$ cat src/rtl/decode_sb_if.sv
// Decode-stage scoreboard bundle: issue request, writeback/squash retire ports
// and the hazard/pending status returned to decode.
interface decode_sb_if #(
    parameter int NUM_REGS = 8,
    parameter int IDX_W    = 3
);
    logic                issue_valid;
    logic [IDX_W-1:0]    issue_rs;
    logic [IDX_W-1:0]    issue_rt;
    logic                issue_rs_used;
    logic                issue_rt_used;
    logic                issue_wr_en;
    logic [IDX_W-1:0]    issue_rd;
    logic                wb_valid;
    logic [IDX_W-1:0]    wb_rd;
    logic                sq_valid;
    logic [IDX_W-1:0]    sq_rd;
    logic                stall;
    logic                issue_fire;
    logic [NUM_REGS-1:0] pending;
    logic                err;

    modport master (
        output issue_valid, issue_rs, issue_rt, issue_rs_used, issue_rt_used,
               issue_wr_en, issue_rd, wb_valid, wb_rd, sq_valid, sq_rd,
        input  stall, issue_fire, pending, err
    );

    modport slave (
        input  issue_valid, issue_rs, issue_rt, issue_rs_used, issue_rt_used,
               issue_wr_en, issue_rd, wb_valid, wb_rd, sq_valid, sq_rd,
        output stall, issue_fire, pending, err
    );
endinterface

$ cat src/rtl/decode_scoreboard.sv
// Register-hazard scoreboard: per-register outstanding-write counters that
// stall decode on RAW/dest-overflow hazards, with optional writeback bypass.
module decode_sb_cnt #(
    parameter int MAX_PEND = 3,
    parameter int CNT_W    = 2
) (
    input  logic             clk,
    input  logic             rst,
    input  logic             inc_i,
    input  logic [1:0]       dec_i,
    output logic [CNT_W-1:0] cnt_o,
    output logic             pend_o,
    output logic             unf_o,
    output logic             ovf_o
);
    localparam logic [CNT_W+1:0] MAXV = (CNT_W+2)'(MAX_PEND);

    logic [CNT_W-1:0] cnt_q, cnt_d;
    logic [CNT_W+1:0] sum, dec_w, net;

    // Increment and decrements are netted so a same-cycle issue+retire is a no-op.
    always_comb begin
        sum   = {2'b00, cnt_q} + (CNT_W+2)'(inc_i);
        dec_w = (CNT_W+2)'(dec_i);
        net   = sum - dec_w;
        cnt_d = cnt_q;
        unf_o = 1'b0;
        ovf_o = 1'b0;
        if (dec_w > sum) begin
            cnt_d = '0;
            unf_o = 1'b1;
        end else if (net > MAXV) begin
            cnt_d = MAXV[CNT_W-1:0];
            ovf_o = 1'b1;
        end else begin
            cnt_d = net[CNT_W-1:0];
        end
    end

    always_ff @(posedge clk or posedge rst) begin
        if (rst) cnt_q <= '0;
        else     cnt_q <= cnt_d;
    end

    assign cnt_o  = cnt_q;
    assign pend_o = |cnt_q;
endmodule

module decode_scoreboard #(
    parameter int NUM_REGS  = 8,
    parameter int IDX_W     = 3,
    parameter int MAX_PEND  = 3,
    parameter int BYPASS_WB = 1,
    parameter int CNT_W     = $clog2(MAX_PEND + 1)
) (
    input logic        clk,
    input logic        rst,
    decode_sb_if.slave sb
);
    localparam int               DEPTH   = 2 ** IDX_W;
    localparam logic [IDX_W:0]   NREG    = (IDX_W+1)'(NUM_REGS);
    localparam logic [CNT_W-1:0] CNT_MAX = CNT_W'(MAX_PEND);
    localparam logic [CNT_W-1:0] CNT_ONE = CNT_W'(1);
    localparam logic             BYP     = (BYPASS_WB != 0);

    function automatic logic oor(input logic [IDX_W-1:0] idx);
        return {1'b0, idx} >= NREG;
    endfunction

    // Padded to the full index space so any index can be looked up safely.
    logic [DEPTH-1:0][CNT_W-1:0] cnt_full;
    logic [NUM_REGS-1:0]         pend, unf, ovf;
    logic [CNT_W-1:0]            rs_cnt, rt_cnt, rd_cnt;
    logic                        rs_byp, rt_byp, rs_haz, rt_haz, dest_haz;
    logic                        stall, fire, oor_evt;
    logic                        err_q, err_d;

    always_comb begin
        rs_cnt   = cnt_full[sb.issue_rs];
        rt_cnt   = cnt_full[sb.issue_rt];
        rd_cnt   = cnt_full[sb.issue_rd];
        // Last outstanding write retiring this cycle forwards its value.
        rs_byp   = BYP && sb.wb_valid && (sb.wb_rd == sb.issue_rs) && (rs_cnt == CNT_ONE);
        rt_byp   = BYP && sb.wb_valid && (sb.wb_rd == sb.issue_rt) && (rt_cnt == CNT_ONE);
        rs_haz   = sb.issue_rs_used && (oor(sb.issue_rs) || ((rs_cnt != '0) && !rs_byp));
        rt_haz   = sb.issue_rt_used && (oor(sb.issue_rt) || ((rt_cnt != '0) && !rt_byp));
        dest_haz = sb.issue_wr_en && !oor(sb.issue_rd) && (rd_cnt == CNT_MAX);
        stall    = sb.issue_valid && (rs_haz || rt_haz || dest_haz);
        fire     = sb.issue_valid && !stall;
        oor_evt  = (sb.issue_valid && ((sb.issue_rs_used && oor(sb.issue_rs)) ||
                                       (sb.issue_rt_used && oor(sb.issue_rt)) ||
                                       (sb.issue_wr_en   && oor(sb.issue_rd)))) ||
                   (sb.wb_valid && oor(sb.wb_rd)) ||
                   (sb.sq_valid && oor(sb.sq_rd));
        err_d    = err_q || (|unf) || (|ovf) || oor_evt;
    end

    for (genvar gi = 0; gi < DEPTH; gi++) begin : g_reg
        if (gi < NUM_REGS) begin : g_live
            logic       inc, wb_hit, sq_hit;
            logic [1:0] dec;
            assign inc    = fire && sb.issue_wr_en && (sb.issue_rd == IDX_W'(gi));
            assign wb_hit = sb.wb_valid && (sb.wb_rd == IDX_W'(gi));
            assign sq_hit = sb.sq_valid && (sb.sq_rd == IDX_W'(gi));
            assign dec    = {1'b0, wb_hit} + {1'b0, sq_hit};

            decode_sb_cnt #(
                .MAX_PEND(MAX_PEND),
                .CNT_W   (CNT_W)
            ) u_cnt (
                .clk   (clk),
                .rst   (rst),
                .inc_i (inc),
                .dec_i (dec),
                .cnt_o (cnt_full[gi]),
                .pend_o(pend[gi]),
                .unf_o (unf[gi]),
                .ovf_o (ovf[gi])
            );
        end else begin : g_pad
            assign cnt_full[gi] = '0;
        end
    end

    always_ff @(posedge clk or posedge rst) begin
        if (rst) err_q <= 1'b0;
        else     err_q <= err_d;
    end

    assign sb.stall      = stall;
    assign sb.issue_fire = fire;
    assign sb.pending    = pend;
    assign sb.err        = err_q;
endmodule

$ cat src/flat_wrapper.sv
// flat-port wrapper written by rule: the top's interface ports become plain ports
module decode_scoreboard_flat 
#(
    parameter int NUM_REGS  = 8,
    parameter int IDX_W     = 3,
    parameter int MAX_PEND  = 3,
    parameter int BYPASS_WB = 1,
    parameter int CNT_W     = $clog2(MAX_PEND + 1)
)
  (clk, rst, sb_issue_valid, sb_issue_rs, sb_issue_rt, sb_issue_rs_used, sb_issue_rt_used, sb_issue_wr_en, sb_issue_rd, sb_wb_valid, sb_wb_rd, sb_sq_valid, sb_sq_rd, sb_stall, sb_issue_fire, sb_pending, sb_err);
  decode_sb_if #(.NUM_REGS(NUM_REGS), .IDX_W(IDX_W)) sb_i ();
  input logic clk;
  input logic rst;
  input wire logic [$bits(sb_i.issue_valid)-1:0] sb_issue_valid;
  input wire logic [$bits(sb_i.issue_rs)-1:0] sb_issue_rs;
  input wire logic [$bits(sb_i.issue_rt)-1:0] sb_issue_rt;
  input wire logic [$bits(sb_i.issue_rs_used)-1:0] sb_issue_rs_used;
  input wire logic [$bits(sb_i.issue_rt_used)-1:0] sb_issue_rt_used;
  input wire logic [$bits(sb_i.issue_wr_en)-1:0] sb_issue_wr_en;
  input wire logic [$bits(sb_i.issue_rd)-1:0] sb_issue_rd;
  input wire logic [$bits(sb_i.wb_valid)-1:0] sb_wb_valid;
  input wire logic [$bits(sb_i.wb_rd)-1:0] sb_wb_rd;
  input wire logic [$bits(sb_i.sq_valid)-1:0] sb_sq_valid;
  input wire logic [$bits(sb_i.sq_rd)-1:0] sb_sq_rd;
  output wire logic [$bits(sb_i.stall)-1:0] sb_stall;
  output wire logic [$bits(sb_i.issue_fire)-1:0] sb_issue_fire;
  output wire logic [$bits(sb_i.pending)-1:0] sb_pending;
  output wire logic [$bits(sb_i.err)-1:0] sb_err;
  assign sb_i.issue_valid = sb_issue_valid;
  assign sb_i.issue_rs = sb_issue_rs;
  assign sb_i.issue_rt = sb_issue_rt;
  assign sb_i.issue_rs_used = sb_issue_rs_used;
  assign sb_i.issue_rt_used = sb_issue_rt_used;
  assign sb_i.issue_wr_en = sb_issue_wr_en;
  assign sb_i.issue_rd = sb_issue_rd;
  assign sb_i.wb_valid = sb_wb_valid;
  assign sb_i.wb_rd = sb_wb_rd;
  assign sb_i.sq_valid = sb_sq_valid;
  assign sb_i.sq_rd = sb_sq_rd;
  assign sb_stall = sb_i.stall;
  assign sb_issue_fire = sb_i.issue_fire;
  assign sb_pending = sb_i.pending;
  assign sb_err = sb_i.err;
  decode_scoreboard #(.NUM_REGS(NUM_REGS), .IDX_W(IDX_W), .MAX_PEND(MAX_PEND), .BYPASS_WB(BYPASS_WB), .CNT_W(CNT_W)) u_core (.clk(clk), .rst(rst), .sb(sb_i));
endmodule
$ cat config.mk
export PLATFORM = sky130hd
export DESIGN_NAME = decode_scoreboard_flat
export DESIGN_NICKNAME = d
export VERILOG_FILES = /design/src/rtl/decode_sb_if.sv /design/src/rtl/decode_scoreboard.sv /design/src/flat_wrapper.sv
export SDC_FILE = /design/constraint.sdc
export NUM_CORES = 1
export LEC_CHECK = 0
export CAP_MARGIN = 25
export CORE_MARGIN = 8
export CORE_UTILIZATION = 40
export DETAILED_ROUTE_END_ITERATION = 8
export GPL_TIMING_DRIVEN = 0
export PLACE_DENSITY = 0.67
export SLEW_MARGIN = 25
export SYNTH_ARGS = -nofsm -noshare
export SYNTH_HDL_FRONTEND = slang
export SYNTH_SLANG_ARGS = --single-unit
$ cat constraint.sdc
create_clock -name clk -period 11.5 [get_ports clk]
set_input_delay 2.3 -clock clk [delete_from_list [all_inputs] [get_ports clk]]
set_output_delay 2.3 -clock clk [all_outputs]
set_load 0.005 [all_outputs]
==> results.ini <==
[timing]
tightestPinTransition_ns=0.678
fmax_mhz=138
skew_ns=0.00491
grt_setup_unrepaired=false
slew_violations=0
slew_headroom=0.547
min_period_ns=7.27
setup_viol_count_final=0
hold-worst-slack_ns=0.632
hold_violations=0
setup_tns_ns=0
period_share=0.632

[cells_and_area]
nNetsFinal=375
final_common_cell=ha_1
antenna_cells=0
drive_above_1_share=0.129
area_growth_pct=15.5
final_cell_mix=ha_1 (40), inv_1 (35), clkdlybuf4s50_1 (25)

[drt]
drc_errors=0
drtIter0Drc=40
route.antenna.remaining_nets=0
drt_pass1_iterations=4
wl_um=5800
routed_via_density=5.20
vias=1936
wl_per_cell_um=15.6

[synthesis]
syn_inst=266
synth-seq-area-share=0.168
synth-async-reset-ratio=1.00
synth_ff_type=dfrtp_1
ys_ff_latch=17
syn_area_um2=2530
ys_types=44
syn_nets=345
synth_area_per_cell_um2=9.52
synth-edff-count=0
yosys_warnings=0

[global_routing]
grt_pass1_wl_um=9850
grt_pass1_vias=2055
grt_overflow=0
grt_max_degree=18
grt_util_all_layers=0.137
antenna_found_initial=0

[floorplan]
coreArea_um2=6240
fp-row-count=29
die_h_um=95.6
die_w_um=95.6
pin_count=34
dieArea_um2=9130
initial_core_util=0.406

[worst_setup_path]
endpoint_kind=output port
worstPathRequired_ns=9.20
crit_arrival_ns=4.97
setup.worst_path.start_class=primary input
critPathKind=in -> out
worstPathMaxFanout=10

[clock_network]
cts_max_level=1
insertion_delay_ns=0.25
clockBufferDepth=2
cts_repair_resize_count=0
cts.sinks=17
cts_hold_buf=0
clk_pin_slew_ns=0.07
cts_tree=done
cts_inserted_buffers=3
cts_setup_buffers=0
clock-root-buffer=clkbuf_8

[placed_design]
gp_congestion=0.846
io_buffers=25
dp_hpwl_um=5060

[outcome]
outcome=finished, final reports clean

[power]
leakagePower_nw=1.34
p_per_area_nw_per_um2=126
ir_drop_v=0.0000441

[hold_path]
hold_path_class=reg -> reg

[run]
drv_cap=0

worst max-delay path, stage by stage:
cell and delay (ns):
clkdlybuf4s50_1 0.64, mux4_2 0.55, mux2i_1 0.13, o21ai_0 0.13, a2111o_1 0.43, buf_6 0.16
and2_2 0.18, clkdlybuf4s50_1 0.44
Yosys cell counts, types with 2 or more instances:
cell type	instances	area share
nor3_1	8	0.016
a21oi_1	9	0.018
nand3_1	7	0.014
nand2_1	13	0.019
mux4_2	5	0.044
buf_4	8	0.024
or2_2	8	0.020
dfrtp_1	17	0.17
nor2b_1	2	0.0049
fa_1	16	0.13
nor2_1	20	0.030
nor3b_1	8	0.024
a211oi_1	2	0.0059
nand2b_1	10	0.025
ha_1	40	0.20
o21ai_0	14	0.028
clkbuf_1	2	0.0030
inv_1	35	0.052
mux2i_1	4	0.016
xnor2_1	6	0.021
buf_6	3	0.013
clkbuf_8	2	0.011
o21a_1	3	0.0089
mux4_1	2	0.021
nand4_1	2	0.0049
nor4_4	2	0.017
final timing paths:
path | from | endpoint | slack, ns | depth (start not counted)
worst max register to register | u_core.g_reg[6].g_live.u_cnt.cnt_o[1] | u_core.sb.err | 7.04 | 15
max in group asynchronous | rst | u_core.g_reg[3].g_live.u_cnt.cnt_o[1] | 8.62 | 2
worst min register to register | u_core.sb.err | u_core.sb.err | 0.63 | 3
min in group asynchronous | rst | u_core.g_reg[0].g_live.u_cnt.cnt_o[0] | 2.44 | 2
worst min-delay path | u_core.sb.err | u_core.sb.err | 0.63 | 3
worst max-delay path | sb_issue_rs[1] | sb_stall | 4.23 | 8
layer usage:
metal	vias to the layer above	share of wire	global-route usage
met5	-	0	0
met1	921	0.45	0.176
met2	43	0.48	0.233
li1	965	-	-
met3	7	0.054	0.0244
met4	0	0.012	0.0346
logic make-up (layout without fill, tap and decap cells):
kind of cell | count (synthesis) | in the layout | synth area share
buffers and inverters | 52 | 81 | 0.113
muxes | 12 | 12 | 0.0855
xor gates and xnor gates | 6 | 6 | 0.0208
and+or+nand+nor | 92 | 92 | 0.217
AOI/OAI and AO/OA | 31 | 31 | 0.0716
adders and majority gates | 56 | 56 | 0.324
DFF | 17 | 17 | 0.168
registers in the layout, summed over array words and instances (netlist names):
signal,cells
u_core.g.g_live.u_cnt.cnt_o,16
u_core.sb.err,1
per-stage QoR:
step / cells / power [mW] / instance area [µm²] / util / worst slack, ns
after floorplan: 266 / 0.254 / 2530 / - / 5.31
after detailed placement: 368 / 0.326 / 2880 / 0.461 / 4.19
after CTS: 372 / 0.372 / 2920 / 0.469 / 4.19
final: 372 / 0.368 / 2920 / 0.469 / 4.23
after global routing: 372 / 0.408 / 2920 / 0.469 / 4.14
after global placement: 368 / 0.318 / 2880 / 0.461 / 4.22
where the power goes:
group	total [mW]	switching [mW]	internal, mW
combinational	0.194	0.0870	0.106
sequential	0.129	0.0461	0.0832
clock	0.0451	0.0205	0.0246
total	0.368	0.154	0.214
final cells by class:
class	instances	area (µm²)
flip-flops and latches	17	425
fillers	599	3320
clock buffers	4	45.0
multi-input cells	197	1820
well taps	77	96.3
inverters	35	131
repair buffers	25	250
plain buffers	17	154
Note: power is estimated with default switching activity, not from simulation.
